File: src/rtl/pw_pkg.sv
// Shared types and helpers for the switch-based password digit entry stage.
// Holds the FSM state encoding and the switch-vector-to-digit decoder.
package pw_pkg;

  localparam int DIGIT_W = 4;
  localparam int MAX_SW  = 16;

  typedef enum logic [1:0] {
    ST_ARMED    = 2'd0,
    ST_WAIT_REL = 2'd1,
    ST_PRESENT  = 2'd2
  } state_t;

  // Result of decoding a switch vector: index of the (highest) set bit,
  // plus flags telling whether no bit or more than one bit was set.
  typedef struct packed {
    logic                multi;
    logic                none;
    logic [DIGIT_W-1:0]  idx;
  } sel_t;

  function automatic sel_t onehot_to_index(input logic [MAX_SW-1:0] v);
    sel_t r;
    int   n;
    r = '0;
    n = 0;
    for (int k = 0; k < MAX_SW; k++) begin
      if (v[k]) begin
        r.idx = k[DIGIT_W-1:0];
        n++;
      end
    end
    r.multi = (n > 1);
    r.none  = (n == 0);
    return r;
  endfunction

endpackage

File: src/rtl/pw_digit_entry_debounce.sv
// Two-flop synchroniser plus whole-vector debounce for the digit switches.
// sw_db follows the synchronised vector only after it has been stable for CYCLES clocks.
module sw_debounce #(
  parameter int W      = 10,
  parameter int CYCLES = 500000
) (
  input  logic         clk,
  input  logic         rst,
  input  logic [W-1:0] sw_in,
  output logic [W-1:0] sw_db
);

  localparam int CW = (CYCLES < 2) ? 1 : $clog2(CYCLES + 1);

  logic [W-1:0]  sync1_reg;
  logic [W-1:0]  sw_s;
  logic [CW-1:0] cnt_reg;

  always_ff @(posedge clk or posedge rst) begin
    if (rst) begin
      sync1_reg <= '0;
      sw_s      <= '0;
    end else begin
      sync1_reg <= sw_in;
      sw_s      <= sync1_reg;
    end
  end

  // sync1_reg != sw_s means sw_s is about to change, so the count restarts
  // in the same cycle the new value lands; this keeps the latency at 2+CYCLES.
  always_ff @(posedge clk or posedge rst) begin
    if (rst) begin
      cnt_reg <= '0;
      sw_db   <= '0;
    end else if (sync1_reg != sw_s) begin
      cnt_reg <= '0;
    end else if (sw_s != sw_db) begin
      if (cnt_reg == CW'(CYCLES - 1)) begin
        sw_db   <= sw_s;
        cnt_reg <= '0;
      end else begin
        cnt_reg <= cnt_reg + 1'b1;
      end
    end else begin
      cnt_reg <= '0;
    end
  end

endmodule

File: src/rtl/pw_digit_entry.sv
// Digit entry front end of the password lock: debounced switches become digit
// strobes, N_DIGITS digits are assembled and offered to the checker via valid/ready.
module pw_digit_entry
  import pw_pkg::*;
#(
  parameter int N_SW            = 10,
  parameter int N_DIGITS        = 4,
  parameter int DEBOUNCE_CYCLES = 500000
) (
  input  logic                        clk,
  input  logic                        rst,
  input  logic [N_SW-1:0]             sw_in,
  input  logic                        clear,
  input  logic                        code_ready,
  output logic                        code_valid,
  output logic [DIGIT_W*N_DIGITS-1:0] code_out,
  output logic [3:0]                  digit_count,
  output logic                        digit_strobe,
  output logic [3:0]                  digit_last,
  output logic                        err_multi
);

  localparam int CODE_W = DIGIT_W * N_DIGITS;

  logic [N_SW-1:0]   sw_db;
  logic [MAX_SW-1:0] sw_db_ext;
  sel_t              sel;
  logic [CODE_W-1:0] buffer_reg;
  logic [CODE_W-1:0] buffer_shift;
  logic [3:0]        count_next;
  state_t            state_reg;

  sw_debounce #(
    .W      (N_SW),
    .CYCLES (DEBOUNCE_CYCLES)
  ) u_debounce (
    .clk   (clk),
    .rst   (rst),
    .sw_in (sw_in),
    .sw_db (sw_db)
  );

  always_comb begin
    sw_db_ext             = '0;
    sw_db_ext[N_SW-1:0]   = sw_db;
  end

  assign sel          = onehot_to_index(sw_db_ext);
  // Oldest digit ends up in the MS nibble once N_DIGITS digits are shifted in.
  assign buffer_shift = CODE_W'({buffer_reg, sel.idx});
  assign count_next   = digit_count + 4'd1;
  assign code_out     = buffer_reg;

  always_ff @(posedge clk or posedge rst) begin
    if (rst) begin
      state_reg    <= ST_WAIT_REL;
      buffer_reg   <= '0;
      digit_count  <= '0;
      code_valid   <= 1'b0;
      digit_strobe <= 1'b0;
      digit_last   <= '0;
      err_multi    <= 1'b0;
    end else begin
      digit_strobe <= 1'b0;
      err_multi    <= 1'b0;
      // clear wins over a same-cycle capture or handshake
      if (clear) begin
        buffer_reg  <= '0;
        digit_count <= '0;
        code_valid  <= 1'b0;
        state_reg   <= ST_WAIT_REL;
      end else begin
        case (state_reg)
          ST_ARMED: begin
            if (sel.multi) begin
              err_multi <= 1'b1;
              state_reg <= ST_WAIT_REL;
            end else if (!sel.none) begin
              digit_strobe <= 1'b1;
              digit_last   <= sel.idx;
              buffer_reg   <= buffer_shift;
              digit_count  <= count_next;
              if (count_next == 4'(N_DIGITS)) begin
                code_valid <= 1'b1;
                state_reg  <= ST_PRESENT;
              end else begin
                state_reg  <= ST_WAIT_REL;
              end
            end
          end
          ST_WAIT_REL: begin
            if (sel.none) begin
              state_reg <= ST_ARMED;
            end
          end
          ST_PRESENT: begin
            if (code_valid && code_ready) begin
              buffer_reg  <= '0;
              digit_count <= '0;
              code_valid  <= 1'b0;
              state_reg   <= ST_WAIT_REL;
            end
          end
          default: begin
            state_reg <= ST_WAIT_REL;
          end
        endcase
      end
    end
  end

endmodule

File: config.mk
export PLATFORM = sky130hd
export DESIGN_NAME = pw_digit_entry
export DESIGN_NICKNAME = d
export VERILOG_FILES = /design/src/rtl/pw_pkg.sv /design/src/rtl/pw_digit_entry_debounce.sv /design/src/rtl/pw_digit_entry.sv
export SDC_FILE = /design/constraint.sdc
export NUM_CORES = 1
export LEC_CHECK = 0
export BUFFER_PORTS_ARGS = -buffer_cell sky130_fd_sc_hd__buf_4
export CORE_AREA = 2 2 93 95
export CTS_BUF_LIST = sky130_fd_sc_hd__clkbuf_2 sky130_fd_sc_hd__clkbuf_4 sky130_fd_sc_hd__clkbuf_8
export DETAILED_ROUTE_END_ITERATION = 8
export DIE_AREA = 0 0 95 97
export PLACE_DENSITY = 0.77
export SYNTH_ARGS = -nofsm -noshare
export SYNTH_HDL_FRONTEND = slang
export SYNTH_SLANG_ARGS = --single-unit
File: constraint.sdc
create_clock -name clk -period 5.8 [get_ports clk]
set_clock_uncertainty 0.1 [all_clocks]
set_input_delay 1.45 -clock clk [delete_from_list [all_inputs] [get_ports clk]]
set_output_delay 1.45 -clock clk [all_outputs]
set_load 0.1 [all_outputs]
After elaboration in Yosys (flattened, before gate mapping)
Index checks and enable logic that the tools add are counted.
{ "totals": {"ff_bits": 78, "input_bits": 14, "output_inout_bits": 27} }
{ "op_classes": {"add_sub_neg": 11, "magnitude_cmp": 1, "eq_ne": 12, "mux": 52, "n_bitwise": 4, "reduce_logical": 9} }
{ "op_table": {"columns": ["op", "n"], "rows": [
  ["adder 32 x 2 -> 32 bit, second input constant", 9],
  ["2-to-1 mux 32 bit", 9],
  ["2-to-1 mux 16 bit", 4],
  ["2-to-1 mux 19 bit", 3],
  ["2-to-1 mux 4 bit", 12],
  ["greater-than comparator 32 x 2 -> 1 bit, second input constant", 1],
  ["logical NOT 32 bit", 1],
  ["case mux 16 bit (2 select lines)", 1],
  ["inequality test 10 bit", 2],
  ["adder 19 x 1 -> 19 bit, second input constant", 1],
  ["equality test 19 bit, second input constant", 1],
  ["inequality test 3 bit, second input constant", 5],
  ["2-to-1 mux 1 bit", 14],
  ["2-to-1 mux 2 bit", 6],
  ["case mux 4 bit (2 select lines)", 1],
  ["AND reduction 4 bit", 2],
  ["case mux 2 bit (3 select lines)", 1],
  ["AND reduction 3 bit", 2],
  ["AND reduction 5 bit", 1],
  ["adder 4 x 1 -> 4 bit, second input constant", 1],
  ["equality test 4 x 3 -> 1 bit, second input constant", 1],
  ["inequality test 4 bit, second input constant", 1],
  ["NOT 1 bit", 4],
  ["nonzero test 3 bit", 1],
  ["5 further kinds", 5]
]} }

Logic depth before layout (Yosys ltp)
Gate-level depths: netlist of run 1.
{ "logic_depth": {"depth_word": 24, "depth_mapped": 33, "mapped_depth_nobuf": 32} }

Modules after synthesis
Synthesis of run 1 repeated with hierarchy kept, for this count alone.
{ "hier_totals": {"cells_unflattened": 412, "area_unflattened_um2": 4438.0} }
{ "modules_own_cells": {"columns": ["module", "instances", "cells_per_inst", "area_each_um2"], "rows": [
  ["pw_digit_entry", 1, 250, 2403.6],
  ["sw_debounce", 1, 162, 2034.5]
]} }

Worst setup path before layout of run 1
OpenSTA, ideal clock, no wires.
{ "synth_path": {"path_type": "flip-flop to flip-flop", "from": "register u_debounce.sw_db[0]", "to": "register digit_last[2]", "setup_ps": 125, "t_arrival_ps": 5703, "required_ps": 5575, "setup_slack_ps": -129, "stages_incl_launch_ff": 33, "n_path_buf": 1, "period_less_slack_ps": 5929, "cell_sequence": "dfrtp_1 > inv_1 > ha_1 > buf_2 > xnor2_1 > a21o_1 > ha_1 > nand2b_1 > o31a_1 > and2_1 > ha_1 > nand2_1 > nand2_1 > ha_1 > nand2b_1 > o21a_1 > ha_1 > nand2_1 > nand2_1 > o21ai_0 > inv_1 > ha_1 > nand2_1 > xnor2_1 > xnor3_1 > nand2_1 > a21oi_2 > mux2_1 > o2bb2ai_1 > nand2_1 > nor2_4 > nand3_4 > mux2_4"} }
{ "synth_between": {"elab_chain_len": 22} }
{ "synth_rtl": {"columns": ["item", "line_no", "source"], "rows": [
  ["from (decl)", "pw_digit_entry_debounce.sv:10", "output logic [W-1:0] sw_db"],
  ["from (signal assigned)", "pw_digit_entry_debounce.sv:39", "sw_db <= sw_s;"],
  ["2-to-1 mux 1 bit *", "pw_pkg.sv:28", "if (v[k]) begin"],
  ["adder 32 x 2 -> 32 bit", "pw_pkg.sv:30", "n++;"],
  ["2-to-1 mux 32 bit *", "pw_pkg.sv:28", null],
  ["adder 32 x 2 -> 32 bit", "pw_pkg.sv:30", null],
  ["2-to-1 mux 32 bit *", "pw_pkg.sv:28", null],
  ["adder 32 x 2 -> 32 bit", "pw_pkg.sv:30", null],
  ["2-to-1 mux 32 bit *", "pw_pkg.sv:28", null],
  ["adder 32 x 2 -> 32 bit", "pw_pkg.sv:30", null],
  ["(+6 left out)", null, null],
  ["2-to-1 mux 32 bit *", "pw_pkg.sv:28", null],
  ["adder 32 x 2 -> 32 bit", "pw_pkg.sv:30", null],
  ["2-to-1 mux 32 bit *", "pw_pkg.sv:28", null],
  ["adder 32 x 2 -> 32 bit", "pw_pkg.sv:30", null],
  ["2-to-1 mux 32 bit *", "pw_pkg.sv:28", null],
  ["greater-than comparator 32 x 2 -> 1 bit / logical NOT 32 bit (equally long branches)", "pw_pkg.sv:33, pw_pkg.sv:34", null],
  ["NOT 1 bit (no source line)", null, null],
  ["AND reduction 4 bit (no source line) *", null, null],
  ["to (signal assigned)", "pw_digit_entry.sv:80", "digit_last <= sel.idx;"],
  ["to (decl)", "pw_digit_entry.sv:19", "output logic [3:0] digit_last,"]
]} }
Mark *: on every way between the ends. The rest lies on a longest branch, timed or not.
A chain may end at the register's enable or synchronous reset.

Worst setup path in the final report of run 1
{ "layout_path": {"from": "register u_debounce.sw_db[1]", "to": "register buffer_reg[5], in the netlist code_out[5]"} }
{ "layout_between": {"elab_chain_len": 20} }
{ "layout_rtl": {"columns": ["item", "line_no", "source"], "rows": [
  ["2-to-1 mux 32 bit *", "pw_pkg.sv:28", null],
  ["adder 32 x 2 -> 32 bit", "pw_pkg.sv:30", null],
  ["2-to-1 mux 32 bit *", "pw_pkg.sv:28", null],
  ["adder 32 x 2 -> 32 bit", "pw_pkg.sv:30", null],
  ["2-to-1 mux 32 bit *", "pw_pkg.sv:28", null],
  ["adder 32 x 2 -> 32 bit", "pw_pkg.sv:30", null],
  ["2-to-1 mux 32 bit *", "pw_pkg.sv:28", null],
  ["adder 32 x 2 -> 32 bit", "pw_pkg.sv:30", null],
  ["(+4 left out)", null, null],
  ["2-to-1 mux 32 bit *", "pw_pkg.sv:28", null],
  ["adder 32 x 2 -> 32 bit", "pw_pkg.sv:30", null],
  ["2-to-1 mux 32 bit *", "pw_pkg.sv:28", null],
  ["adder 32 x 2 -> 32 bit", "pw_pkg.sv:30", null],
  ["2-to-1 mux 32 bit *", "pw_pkg.sv:28", null],
  ["greater-than comparator 32 x 2 -> 1 bit / logical NOT 32 bit (equally long branches)", "pw_pkg.sv:33, pw_pkg.sv:34", null],
  ["inequality test 3 bit (no source line)", null, null],
  ["AND reduction 4 bit (no source line) *", null, null],
  ["to (signal assigned)", "pw_digit_entry.sv:81", "buffer_reg <= buffer_shift;"],
  ["to (decl)", "pw_digit_entry.sv:28", "logic [CODE_W-1:0] buffer_reg;"]
]} }
Marks and branches as above.

==> results of run 1 <==
metal layers:
layer | share of wire (%) | vias up
li1 | - | 1692
met1 | 41 | 1766
met2 | 51 | 122
met3 | 4.9 | 42
met4 | 3.5 | 0
met5 | 0 | -
timing repair:
| action | 4_1_cts | 5_1_grt |
|---|---|---|
| hold buffers | 0 | 0 |
| pin swaps | 6 | 19 |
| resized for setup | 13 | 43 |
| buffers inserted | 35 | 9 |
| setup endpoints to repair | 27 | 29 |
| cloned | 2 | 0 |
cells by family after synthesis:
kind of cell | count (synthesis) | synth area share (%)
xor gates and xnor gates | 58 | 13.08
buffers and inverters | 48 | 5.456
muxes | 21 | 5.373
AOI/OAI and AO/OA | 55 | 9.188
and+or+nand+nor | 169 | 19.88
adders and majority gates | 13 | 3.563
DFF | 78 | 43.46
power by group through the flow:
stage / Clock (uW) / Sequential, uW / Combinational (uW)
after global placement: 0 / 574 / 38.7
after global routing: 486 / 567 / 46.6
after floorplan: 0 / 569 / 29.2
after detailed placement: 0 / 574 / 39.4
final: 453 / 566 / 40.9
after CTS: 463 / 564 / 40.3
cell type report:
cell class              instances  area [um^2]  share of cell area (%)
clock inverters                 5        83.83                   1.461
well taps                     105        131.4                   2.290
inverters                      18        67.56                   1.177
repair buffers                103        787.0                   13.72
multi-input cells             316         2582                   45.01
clock buffers                  10        131.4                   2.290
flip-flops and latches         78         1954                   34.06
cell usage in the layout (no fill, tap or decap), drive strengths merged, types with 3 or more instances in the layout:
cell / synthesis / routed
a21oi: 17 / 17
and3: 4 / 4
and4: 3 / 3
buf: 18 / 103
clkbuf: 12 / 10
dfrtp: 77 / 77
ha: 12 / 12
inv: 18 / 19
mux2: 12 / 12
mux2i: 9 / 9
nand2: 32 / 32
nand2b: 16 / 16
nand3: 24 / 24
nand4: 12 / 12
nor2: 46 / 46
nor3: 6 / 6
nor3b: 4 / 4
nor4: 5 / 5
nor4b: 3 / 3
o21a: 3 / 3
o21ai: 6 / 6
o22ai: 5 / 5
or2: 4 / 4
xnor2: 30 / 30
xnor3: 4 / 4
xor2: 24 / 24
through the flow:
stage | setup TNS, ps | total power [uW] | instances
after CTS | 0 | 1067 | 626
after floorplan | 0 | 598.4 | 442
after detailed placement | -2884 | 613.9 | 574
after global placement | 0 | 612.6 | 574
after global routing | -8178 | 1099 | 635
final | -3550 | 1060 | 635
worst paths after layout:
| check | slack (ps) | startpoint | cells past startpoint | to |
|---|---|---|---|---|
| min | 290 | u_debounce.sync1_reg[5] | 0 | u_debounce.sw_s[5] |
| max in group asynchronous | 3470 | rst | 3 | state_reg[0] |
| max | -200 | u_debounce.sw_db[1] | 33 | code_out[5] |
| min reg2reg | 290 | u_debounce.sync1_reg[5] | 0 | u_debounce.sw_s[5] |
| min in group asynchronous | 1130 | rst | 2 | u_debounce.cnt_reg[12] |
| max reg2reg | -200 | u_debounce.sw_db[1] | 33 | code_out[5] |
worst register-to-register path: cells and delay by family, from the launching register on:
kind / cells / cell delay (ps)
AND/OR/NAND/NOR: 9 / 1070
adder cells (fa/ha/maj): 5 / 1150
multiplexers: 2 / 390
flip-flops: 1 / 420
AO/OA/AOI/OAI: 8 / 1580
buffers and inverters: 8 / 1060
XOR/XNOR: 1 / 150
==> results.md, run 1 <==
* Status: finished with violations
* Failing checks: negative setup slack
* Slowest cell on crit path: dfrtp_1
* Seq cells post-synth at 78
* Async SR Flop Fraction at 100.0%
* Top post-synthesis cells by area: dfrtp_1 (43%), xnor2_1 (5.5%), xor2_1 (4.5%)
* Gr busiest metal: met2
* Leakage at about 0.0026 uW
* Worst path most repeated cell: buf_4
* Fin nets at around 550
* Wire length per cell at 17.26 um
* Maximum clock insertion buffer count at 2
* Commonest cells in the netlist: dfrtp_1 (77), nor2_1 (45), nand2_1 (32)
* Drt via density at 5.704
* Post-route design area at 0.005738 mm^2
* Dpl hpwl at around 6400 um
* Fmax at 166.7 MHz
* Initial core utilization at 55.25%
* # setup viols final at 27
* Yosys top cell by area: dfrtp_1
* Met2 Track Usage GR at 37.04%
* Die width at roughly 95 um
* Via count at 3622
* Layout overhead on the synthesized area at 27.67%
* Sequential power share at between 50 and 60%
* Antenna cells at 0
* Int Pwr at 816.2 uW
* First-pass GRT wire length at 16620 um
* Port Buffers at 40
* Crit path DAT at 6150 ps
* Final worst slack at -200.4 ps
* Combinational power share at between 3 and 4%
* CP required at a little under 6000 ps
* Syn nets at 468
* Worst Setup Start Kind: register
* CTS H-tree lvls at 3
* WL final at about 11000 um
* Met1 usage in global routing at around 29%
* CP endpoint kind: register
* Core Util, Final at 70.54%
* Max stage delay on crit path at 420 ps
* CTS buffer count at 9
* Switching share of power at 22.97%
* Netlist cell types at 71
* Worst-path maximum fanout at 5
* Largest net degree at the start of global routing at 42
* Cells after synthesis at around 440
* Layout fillers at 550
* Top-count cell post-synth: dfrtp_1
* Die area at between 0.009 and 0.01 mm^2
* Final Max Slew Viols at 0
* Cell family with most CP delay: compound AO/OA/AOI/OAI gates
* Post-Syn Area at between 0.004 and 0.005 mm^2
* Worst Tran Pin Value at 761.3 ps
* Syn avg cell area at 10.17 um^2
* Sequential share of the synthesized area at ~43%
* Main flop type after synthesis: dfrtp_1
* Clock Sinks at 78
* Residual DRC count at 0
* Pre-CTS setup slack at -192.0 ps
* Clk_lat worst skew at 360 ps
* Hold WS at 293.5 ps
* Net load switching power at 243.4 uW
* RSZ-0062 raised after global routing: yes
* EDFF count, synth at 0
* Layout cells sized above 1 at 35.47%
* Rel. slew slack at about half
* Final-report hold violation count at 0
* Clock slew at reported path FFs at ~90 ps
* Max Cap Viol at 0
* Initial DRC Count at 221
* Top cell type's share of synthesized area at 42.87%
* Hold Crit Class: register to register
* Remaining Overflow, GRT at 0
* Core Box Area at 0.008134 mm^2
* Initial antenna violation count at 0
* Placed instance area at 0.004913 mm^2
* Placer Congestion at 0.8482
* Drt pass-1 iters at 6
* Remaining antenna violation count at 0
* Grt met3 use at 4.751%
* Total GRT Usage at roughly 23%
* Boundary Pins at 41
* Die height at 97 um
* Period utilization at 103.5%
* Max IR drop VDD at 0.2225 mV
* Row Count at 33
* WP buf/inv at 8
* Root Buffer: clkbuf_8
* Clk network pwr share at between 40% and 50%
* Fin crit period at roughly 6000 ps
* TritonCTS clock tree: built
* Largest register FFs at 19
* PwrDens at 184.7 mW/mm^2
* Number of global-route vias before repair at 3645
* Synth warnings at 0
* Setup CP Type: register to register
(Power assumes the default switching activity.)
==> run 2: changes to the inputs <==
Settings changed: ABC_AREA from default to 1, PLACE_DENSITY 0.77 to 0.78.
==> results.md, run 2 <==
* Top cell type's share of synthesized area at 42.56% (-0.31 points)
* Boundary Pins at 41 (unchanged)
* Clk network pwr share at 33.2% (-9.6 points)
* Crit path DAT at 5770 ps (-380 ps)
* Remaining Overflow, GRT at 0 (unchanged)
* Synth warnings at 0 (unchanged)
* Yosys top cell by area: dfrtp_1
* Synth Area in Compound Gates at 8.375% (-0.81 points)
* Worst Setup Start Kind: register
* Cells after synthesis at 567 (+28%)
* Mux contribution to synthesized area at 0.4975% (-4.9 points)
* Int Pwr at 900.7 uW (+10%)
* Dpl hpwl at 6333 um (-0.43%)
* Syn avg cell area at 7.984 um^2 (-21%)
* Synth Area in XOR/XNOR at 2.709% (-10 points)
* Largest net degree at the start of global routing at 79 (+88%)
* Clk_lat worst skew at 360 ps (about the same)
* Max Cap Viol at 0 (unchanged)
* CP required at 5980 ps (+30 ps)
* Setup CP Type: register to register
* Post-Syn Area at 0.004527 mm^2 (+0.72%)
* Async SR Flop Fraction at 100.0% (unchanged)
* Layout overhead on the synthesized area at 18.05%
* Netlist cell types at 37 (-48%)
* WP buf/inv at 4 (-4)
* Sequential power share at 44.3% (-9.1 points)
* Final Max Slew Viols at 0 (unchanged)
* Max IR drop VDD at 0.1536 mV (-31%)
* Die width at 95 um (unchanged)
* Clock Sinks at 78 (unchanged)
* Cells after DPL at 694 (+21%)
* Remaining antenna violation count at 0 (unchanged)
* Seq. cell area at 0.001953 mm^2 (about the same)
* Port Buffers at 40 (unchanged)
* CP endpoint kind: register
* Sequential share of the synthesized area at 43.15% (-0.31 points)
* PwrDens at 248.7 mW/mm^2 (+35%)
* CTS H-tree lvls at 3 (unchanged)
* Cell family with most CP delay: simple AND/OR/NAND/NOR gates
* Leakage at 0.002694 uW (+4.4%)
* Root Buffer: clkbuf_8
* First-pass GRT wire length at 15230 um (-8.4%)
* Drt pass-1 iters at 5 (-1)
* Row Count at 33 (unchanged)
* WL final at 9597 um (-12%)
* Main flop type after synthesis: dfrtp_1
* Total GRT Usage at 20.56% (-2.1 points)
* Hold-fix buffers at CTS at 0 (unchanged)
* Most frequent cells in the layout: nand2_1 (148), dfrtp_1 (77), inv_1 (61)
* EDFF count, synth at 0 (unchanged)
* Worst path most repeated cell: nand2_2
* Fin nets at 637 (+15%)
* Syn nets at 593 (+27%)
* Placer Congestion at 0.8465 (-0.20%)
* Seq cells post-synth at 78 (unchanged)
* Core Box Area at 0.008134 mm^2 (unchanged)
* Drt via density at 5.273 (-7.6%)
* Status: complete, no violations
* Initial core utilization at 55.65% (+0.40 points)
* Top-count cell post-synth: nand2_1
* Top post-synthesis cells by area: dfrtp_1 (43%), nand2_1 (13%), inv_1 (5.5%)
* # setup viols final at 0 (-100%)
* Wire length per cell at 13.31 um (-23%)
* Number of global-route vias before repair at 3498 (-4.0%)
* Via count at 3802 (+5.0%)
* Initial antenna violation count at 0 (unchanged)
* Slowest cell on crit path: dfrtp_1
* Period utilization at 96.45% (-7.0 points)
* Final-report hold violation count at 0 (unchanged)
* Most common cell after layout, fill and taps aside: nand2_1
* Post-Synth Adder-Cell Area at 3.317% (-0.25 points)
* Layout cells sized above 1 at 28.25% (-7.2 points)
* Post-Synth Simple-Gate Area at 32.64% (+13 points)
* Worst Tran Pin Value at 1244 ps (+482.5 ps)
* Fmax at 178.8 MHz (+7.3%)
* TritonCTS clock tree: built
* Initial DRC Count at 246 (+11%)
* Clock slew at reported path FFs at 90 ps (about the same)
* Multi-input gate area at 0.002287 mm^2 (-11%)
* R2R setup slack at 210 ps (+410 ps)
* Net load switching power at 428.3 uW (+76%)
* Fin crit period at 5594 ps (-406.2 ps)
* Total power at 1329 uW (+25%)
* Layout fillers at 625 (+14%)
* Commonest cells in the netlist: nand2_1 (157), dfrtp_1 (77), inv_1 (66)
* Largest register FFs at 19 (unchanged)
* Die height at 97 um (unchanged)
* Die area at 0.009215 mm^2 (unchanged)
* Antenna cells at 0 (unchanged)
* Maximum clock insertion buffer count at 2 (unchanged)
* Hold Crit Class: register to register
* Residual DRC count at 0 (unchanged)
* Max stage delay on crit path at 390 ps (-30 ps)
* Combinational power share at 22.5% (+19 points)
* Hold WS at 296.3 ps (+2.807 ps)
* CTS buffer count at 9 (unchanged)
* Rel. slew slack at 16.77% (-32 points)
* Largest family of logic cells by synthesized area: simple AND/OR/NAND/NOR gates
* Non-filler instance count after layout at 721 (+14%)
* Setup TNS at 0 ps (+3550 ps)
* Switching share of power at 32.23% (+9.3 points)
* Worst-path maximum fanout at 10 (+5)
-- run 2: cell types whose count changed after synthesis, sizes merged, moves of 19 or more --
cell,previous run,this run
inv,18,71
nand2,32,186
nand3,24,43
o21ai,6,39
xor2,24,5
xnor2,30,9
-- run 2: cell type report --
cell class	count	share of cell area [%]
clock buffer	11	2.833
clock inverter	5	1.194
inverter	72	5.057
multi-input combinational	397	42.80
sequential	78	36.55
tap	105	2.458
timing repair buffer	53	9.108
-- run 2: final timing paths --
path | startpoint | to | cells after the start
max | u_debounce.sw_db[0] | code_out[6] | 34
max reg2reg | u_debounce.sw_db[0] | code_out[6] | 34
min reg2reg | u_debounce.sync1_reg[9] | u_debounce.sw_s[9] | 0
min in group asynchronous | rst | code_out[12] | 3
min | u_debounce.sync1_reg[9] | u_debounce.sw_s[9] | 0
max in group asynchronous | rst | u_debounce.sync1_reg[1] | 3
-- run 2: logic make-up after synthesis --
family,after synthesis
DFF,78
adders and majority gates,12
and+or+nand+nor,309
muxes,2
AOI/OAI and AO/OA,60
xor gates and xnor gates,14
buffers and inverters,92
-- run 2: routing by layer --
layer	global-route usage [%]	routed length, um	share of wire [%]	vias up
met5	0	0	0	-
met4	7.023	170	1.8	0
met3	3.816	384	4.0	23
met2	34.48	4922	51	104
met1	26.50	4120	43	1788
li1	-	-	-	1887
-- run 2: timing repair --
item,in CTS,in global routing
buffers inserted,2,4
resized for setup,5,30
gates cloned,1,4
pin swaps,0,18
endpoints found under the setup margin,24,28
-- run 2: power by group through the flow --
stage / Combinational (uW) / Clock, uW / Sequential, uW
after floorplan: 112 / 0 / 674
after global placement: 225 / 0 / 597
after detailed placement: 231 / 0 / 599
after CTS: 248 / 447 / 588
after global routing: 316 / 469 / 591
final: 299 / 441 / 588
-- run 2: per-stage QoR --
stage               worst slack, ps  util [%]  instance area, um^2
finish                        205.9     65.70                 5344
global route                 -92.02     65.70                 5344
CTS                           25.77     62.73                 5102
detailed placement           -77.19     59.44                 4835
global placement              182.7     59.44                 4835
floorplan                     306.5         -                 4527
-- run 2: worst register-to-register path, delay by kind of cell, from the launching register on --
family                     cells  cell delay (ps)
adders and majority gates      7             1780
and+or+nand+nor               20             2300
buffers and inverters          4              460
xor gates and xnor gates       1              160
AOI/OAI and AO/OA              2              320
DFF                            1              390
